`src/rtl/approx_add_pkg.sv`:
```
// Shared definitions for the approximate-adder scheduler: cell identifiers,
// default geometry and a constant-evaluable clog2.
package approx_add_pkg;

    localparam int CELL_EXACT      = 0;
    localparam int CELL_175_58     = 17558;
    localparam int DEF_WIDTH       = 8;
    localparam int DEF_APPROX_BITS = 2;

    typedef logic [DEF_WIDTH:0] sum_t;

    function automatic int clog2(input int n);
        int r;
        r = 0;
        while ((1 << r) < n) r++;
        return (r == 0) ? 1 : r;
    endfunction

endpackage

```
`src/rtl/rc_approx_adder.sv`:
```
// Ripple-carry adder whose low APPROX_BITS cells use the 175_58 approximate
// cell when i_approx_en is high; all other cells are exact full adders.
module rc_approx_adder
    import approx_add_pkg::*;
#(
    parameter int WIDTH       = DEF_WIDTH,
    parameter int APPROX_BITS = DEF_APPROX_BITS,
    parameter int APPROX_CELL = CELL_175_58
) (
    input  logic [WIDTH-1:0] i_in1,
    input  logic [WIDTH-1:0] i_in2,
    input  logic             i_approx_en,
    output logic [WIDTH:0]   o_out
);

    logic [WIDTH:0]   w_c;
    logic [WIDTH-1:0] w_s;

    assign w_c[0] = 1'b0;

    for (genvar k = 0; k < WIDTH; k++) begin : g_cell
        logic w_x, w_y, w_z;
        assign w_x = i_in1[k];
        assign w_y = i_in2[k];
        assign w_z = w_c[k];
        if (k < APPROX_BITS && APPROX_CELL == CELL_175_58) begin : g_apx
            // Approximate cell: carry-out ignores Y entirely.
            assign w_s[k]   = i_approx_en ? ((~w_x & w_y) | (w_x & ~w_z)) : (w_x ^ w_y ^ w_z);
            assign w_c[k+1] = i_approx_en ? (w_x | ~w_z)
                                          : ((w_x & w_y) | (w_z & (w_x ^ w_y)));
        end else begin : g_exa
            assign w_s[k]   = w_x ^ w_y ^ w_z;
            assign w_c[k+1] = (w_x & w_y) | (w_z & (w_x ^ w_y));
        end
    end

    assign o_out = {w_c[WIDTH], w_s};

endmodule

```
`src/rtl/approx_add_rr_sched.sv`:
```
// Round-robin scheduler sharing one approximate adder between N_REQ requesters,
// with a single-entry registered response and a saturating mismatch counter.
module approx_add_rr_sched
    import approx_add_pkg::*;
#(
    parameter int N_REQ       = 4,
    parameter int WIDTH       = DEF_WIDTH,
    parameter int APPROX_BITS = DEF_APPROX_BITS,
    parameter int ERR_W       = 16
) (
    input  logic                      i_clk,
    input  logic                      i_rst,
    input  logic                      i_approx_en,
    input  logic [N_REQ-1:0]          i_req_valid,
    output logic [N_REQ-1:0]          o_req_ready,
    input  logic [N_REQ*WIDTH-1:0]    i_req_in1,
    input  logic [N_REQ*WIDTH-1:0]    i_req_in2,
    output logic                      o_rsp_valid,
    input  logic                      i_rsp_ready,
    output logic [clog2(N_REQ)-1:0]   o_rsp_id,
    output logic [WIDTH:0]            o_rsp_sum,
    output logic [WIDTH:0]            o_rsp_exact,
    output logic                      o_rsp_err,
    output logic [ERR_W-1:0]          o_err_cnt
);

    localparam int ID_W = clog2(N_REQ);

    logic              r_full;
    logic [ID_W-1:0]   r_ptr;
    logic [ID_W-1:0]   r_id;
    logic [WIDTH:0]    r_sum;
    logic [WIDTH:0]    r_exact;
    logic              r_err;
    logic [ERR_W-1:0]  r_err_cnt;

    logic              w_can_accept;
    logic              w_grant_vld;
    logic              w_accept;
    logic              w_fire;
    logic [ID_W-1:0]   w_grant;
    logic [N_REQ-1:0]  w_ready;
    logic [WIDTH-1:0]  w_in1;
    logic [WIDTH-1:0]  w_in2;
    logic [WIDTH:0]    w_sum;
    logic [WIDTH:0]    w_exact;

    function automatic logic [ID_W-1:0] wrap_add(input logic [ID_W-1:0] a, input int k);
        int s;
        s = int'(a) + k;
        if (s >= N_REQ) s = s - N_REQ;
        return ID_W'(s);
    endfunction

    // Scan from the far end back toward ptr so the last hit is the nearest valid requester.
    always_comb begin
        w_can_accept = !i_rst && (!r_full || i_rsp_ready);
        w_grant_vld  = 1'b0;
        w_grant      = '0;
        w_ready      = '0;
        for (int k = N_REQ - 1; k >= 0; k--) begin
            if (i_req_valid[wrap_add(r_ptr, k)]) begin
                w_grant_vld = 1'b1;
                w_grant     = wrap_add(r_ptr, k);
            end
        end
        w_accept = w_can_accept && w_grant_vld;
        if (w_accept) w_ready[w_grant] = 1'b1;
    end

    always_comb begin
        w_in1 = '0;
        w_in2 = '0;
        for (int k = 0; k < N_REQ; k++) begin
            if (w_grant == ID_W'(k)) begin
                w_in1 = i_req_in1[k*WIDTH +: WIDTH];
                w_in2 = i_req_in2[k*WIDTH +: WIDTH];
            end
        end
    end

    rc_approx_adder #(
        .WIDTH       (WIDTH),
        .APPROX_BITS (APPROX_BITS)
    ) u_adder (
        .i_in1       (w_in1),
        .i_in2       (w_in2),
        .i_approx_en (i_approx_en),
        .o_out       (w_sum)
    );

    assign w_exact = {1'b0, w_in1} + {1'b0, w_in2};
    assign w_fire  = r_full && i_rsp_ready;

    always_ff @(posedge i_clk) begin
        if (i_rst) begin
            r_full    <= 1'b0;
            r_ptr     <= '0;
            r_id      <= '0;
            r_sum     <= '0;
            r_exact   <= '0;
            r_err     <= 1'b0;
            r_err_cnt <= '0;
        end else begin
            if (w_fire && r_err && !(&r_err_cnt)) r_err_cnt <= r_err_cnt + ERR_W'(1);
            if (w_accept) begin
                r_full  <= 1'b1;
                r_id    <= w_grant;
                r_sum   <= w_sum;
                r_exact <= w_exact;
                r_err   <= (w_sum != w_exact);
                r_ptr   <= wrap_add(w_grant, 1);
            end else if (w_fire) begin
                r_full  <= 1'b0;
            end
        end
    end

    assign o_req_ready = w_ready;
    assign o_rsp_valid = r_full;
    assign o_rsp_id    = r_id;
    assign o_rsp_sum   = r_sum;
    assign o_rsp_exact = r_exact;
    assign o_rsp_err   = r_err;
    assign o_err_cnt   = r_err_cnt;

endmodule

```
`config.mk`:
```
export PLATFORM = sky130hd
export DESIGN_NAME = approx_add_rr_sched
export DESIGN_NICKNAME = d
export VERILOG_FILES = /design/src/rtl/approx_add_pkg.sv /design/src/rtl/rc_approx_adder.sv /design/src/rtl/approx_add_rr_sched.sv
export SDC_FILE = /design/constraint.sdc
export NUM_CORES = 1
export LEC_CHECK = 0
export BUFFER_PORTS_ARGS = -buffer_cell sky130_fd_sc_hd__buf_2
export CAP_MARGIN = 20
export CORE_MARGIN = 2
export CORE_UTILIZATION = 25
export DETAILED_ROUTE_END_ITERATION = 10
export GPL_ROUTABILITY_DRIVEN = 0
export SLEW_MARGIN = 20
export SYNTH_ARGS = -nofsm -noshare
export SYNTH_HDL_FRONTEND = slang
export SYNTH_SLANG_ARGS = --single-unit
```
`constraint.sdc`:
```
create_clock -name i_clk -period 5.53 [get_ports i_clk]
set_input_delay 0.553 -clock i_clk [delete_from_list [all_inputs] [get_ports i_clk]]
set_output_delay 0.553 -clock i_clk [all_outputs]
set_load 0.005 [all_outputs]
```
==> results.cfg <==
[global_routing]
track_usage_pct = 13.64
antenna_found_initial = 0
grt-ovfl-total = 0
grt_pass1_vias = 3221
grt_max_degree = 30
grt_first_pass_wirelength_um = 14990

[worst_hold_path]
hold_path.class = reg -> reg
hold_depth = 2

[sta]
tightest_slew_ns = 0.9227
skew_ns = 0.004061
hold_viol = 0
max_freq_mhz = 189.4
period_share_pct = 95.49
final_max_slew_viol_count = 0
setup_violations = 0
slew-limit-headroom_pct = 38.49
fin_crit_ns = 5.281

[setup_path]
r2r-start = r_ptr[0]
cp-end-kind = flop
crit_path_end = o_rsp_err
worst-path-buf-inv = 3
cp.depth = 29
crit_family = adder cells
critical-path-max-stage-delay_ns = 0.62
critPathKind = in -> reg
ff2ff_setup_slack_ns = 0.27
slowest_stage = fa_2
arrival_ns = 5.44
critPathRequiredTime_ns = 5.69
r2r_end = o_rsp_err
cpMostUsedCell = fa_2
critPathLaunchType = input port
worstPathMaxFanout = 4
reg2regPathDepth = 28
critPathLaunch = i_req_valid[0]

[cells_and_area]
stdcell_area_sq_um = 4247
nNetsFinal = 631
drive_gt1_share_pct = 34.01
fin_util_pct = 33.93
antenna_cells = 0
syn_to_final_growth_pct = 33.52

[synthesis]
netlist_instances = 424
synth_top_cell_by_area = dfxtp_1
synth_area_leaders = dfxtp_1, a21oi_1, nor2_1, nand2_1, ha_1
synth_edf_count = 0
synth_nets = 518
yosys_register_bits = 40
yosysTopAreaCellShare_pct = 25.18
yosysWarnings = 0
synth_cell_types = 52
synth-async-reset-ratio_pct = 0
syn_avg_cell_area_sq_um = 7.501
syn-cell-area_sq_um = 3181
ys.flop_type = dfxtp_1
yosysSeqAreaShare_pct = 25.18

[clock_tree]
path_clk_slew_ns = 0.06
cts_hold_buf = 0
cts.sinks = 40
clk_latency_ns = 0.28
cts_buffer_depth = 2
cts_inserted_buffers = 5
cts_root_buf = clkbuf_16
cts_max_level = 2
cts_tree = done

[route]
post_drt_wl_per_cell_um = 13.17
antenna_left = 0
remaining_drc_errors = 0
num_vias = 3367
dr.first_iter.drc_count = 132
vias_per_cell = 4.742
dr.pass1.iters = 4
routed_wl_um = 9348

[power_and_ir_drop]
leakage_nw = 1.981
ir_drop_uv = 225.3
p_per_area_nw_per_um2 = 491.1

[job]
drv_cap = 0

[floorplan]
die-area_sq_um = 13640
ioPinCount = 114
num_rows = 41
die_h_um = 116.8
core_area_sq_um = 12520
fp.dieW_um = 116.8
start_util_pct = 25.41

[place]
portBuffers = 113
place_hpwl_um = 7504
placed_cell_area_sq_um = 4009

[outcome]
status = completed
## layout make-up
| class | count | area (sq um) |
|---|---|---|
| Multi-Input combinational cell | 338 | 2292 |
| Fill cell | 1352 | 8270 |
| Clock inverter | 3 | 18.77 |
| Sequential cell | 40 | 800.8 |
| Tap cell | 172 | 215.2 |
| Timing Repair Buffer | 135 | 730.7 |
| Inverter | 17 | 63.81 |
| Clock buffer | 5 | 125.1 |
## metrics by stage
| stage | hold WS (ns) | TNS [ns] | total power, mW | setup WS (ns) | cells |
|---|---|---|---|---|---|
| final | 0.4506 | 0 | 2.086 | 0.2491 | 710 |
| after global placement | 0.4431 | 0 | 1.702 | 0.02017 | 700 |
| after floorplan | 0.4459 | 0 | 1.368 | 0.001417 | 424 |
| after detailed placement | 0.4435 | -0.2147 | 1.739 | -0.2147 | 700 |
| after CTS | 0.4537 | 0 | 2.032 | 0.07300 | 708 |
| after global routing | 0.4727 | -0.08707 | 2.264 | -0.08707 | 710 |
## power by group
group          switching, mW  internal, mW  total (mW)  leakage, nW
sequential            0.0257         0.341       0.367        0.328
combinational          0.769         0.666        1.43         1.58
clock                  0.118         0.166       0.284       0.0736
## registers in the layout (all words and copies together) (netlist names)
name / cells
o_err_cnt: 16
o_rsp_exact: 9
o_rsp_sum: 9
o_rsp_id: 2
r_ptr: 2
o_rsp_err: 1
o_rsp_valid: 1
## worst reg2reg max path: cells and delay by family (launching register included)
| family | cells | cell delay [ns] |
|---|---|---|
| AOI/OAI and AO/OA | 10 | 1.30 |
| adders and majority gates | 8 | 2.49 |
| buffers and inverters | 2 | 0.10 |
| DFF | 1 | 0.42 |
| and+or+nand+nor | 8 | 0.83 |
## cell usage after synthesis, drive strengths merged, types with 9 or more instances
| cell type | instances |
|---|---|
| ha | 14 |
| o21ai | 20 |
| nand2 | 53 |
| xor2 | 18 |
| dfxtp | 40 |
| nor2 | 54 |
| inv | 16 |
| nand3 | 33 |
| buf | 10 |
| xnor2 | 9 |
| a21oi | 47 |
| and3 | 9 |
| clkbuf | 19 |
## logic make-up (layout without fill, tap and decap cells)
group / after synthesis / count (layout) / share of synthesized area [%]
compound gates: 95 / 95 / 18.92
xor+xnor: 29 / 29 / 8.851
fa+ha+maj: 22 / 22 / 10.54
buf+inv: 46 / 160 / 6.569
flops: 40 / 40 / 25.18
mux: 3 / 3 / 0.9835
simple gates: 189 / 189 / 28.95
## worst min-delay path by stage
stage,startpoint,slack (ns),end
floorplan,o_rsp_sum[0],0.45,o_rsp_sum[0]
global placement,o_rsp_sum[3],0.44,o_rsp_sum[3]
detailed placement,o_rsp_sum[3],0.44,o_rsp_sum[3]
CTS,o_rsp_sum[3],0.45,o_rsp_sum[3]
global route,o_rsp_sum[3],0.47,o_rsp_sum[3]
finish,o_rsp_sum[3],0.45,o_rsp_sum[3]
## cell usage in the layout (no fill, tap or decap), types with 5 or more instances in the layout
master | synthesis | layout
a21o_1 | 6 | 6
a21oi_1 | 45 | 40
a21oi_2 | 2 | 7
and2_1 | 5 | 5
and3_1 | 7 | 7
buf_2 | 7 | 113
buf_4 | 2 | 22
clkbuf_16 | 0 | 5
dfxtp_1 | 40 | 40
fa_2 | 0 | 6
ha_1 | 14 | 11
inv_1 | 16 | 13
nand2_1 | 53 | 53
nand3_1 | 33 | 33
nand3b_1 | 8 | 8
nand4_1 | 5 | 5
nor2_1 | 54 | 52
o21ai_0 | 20 | 20
xnor2_1 | 9 | 9
xor2_1 | 18 | 18
## routing by layer
layer	vias to the layer above	track usage [%]	wire (um)	share of wire (%)
met1	1588	15.74	4022	43
met4	0	4.471	168	1.8
met3	15	2.163	400	4.3
li1	1686	-	-	-
met5	-	0	0	0
met2	78	25.59	4756	51
## what timing repair did
| item | in CTS | in global routing |
|---|---|---|
| buffers inserted | 0 | 2 |
| gates resized for setup | 0 | 19 |
| setup endpoints to repair | 0 | 2 |
Note: power is estimated with default switching activity, not from simulation.
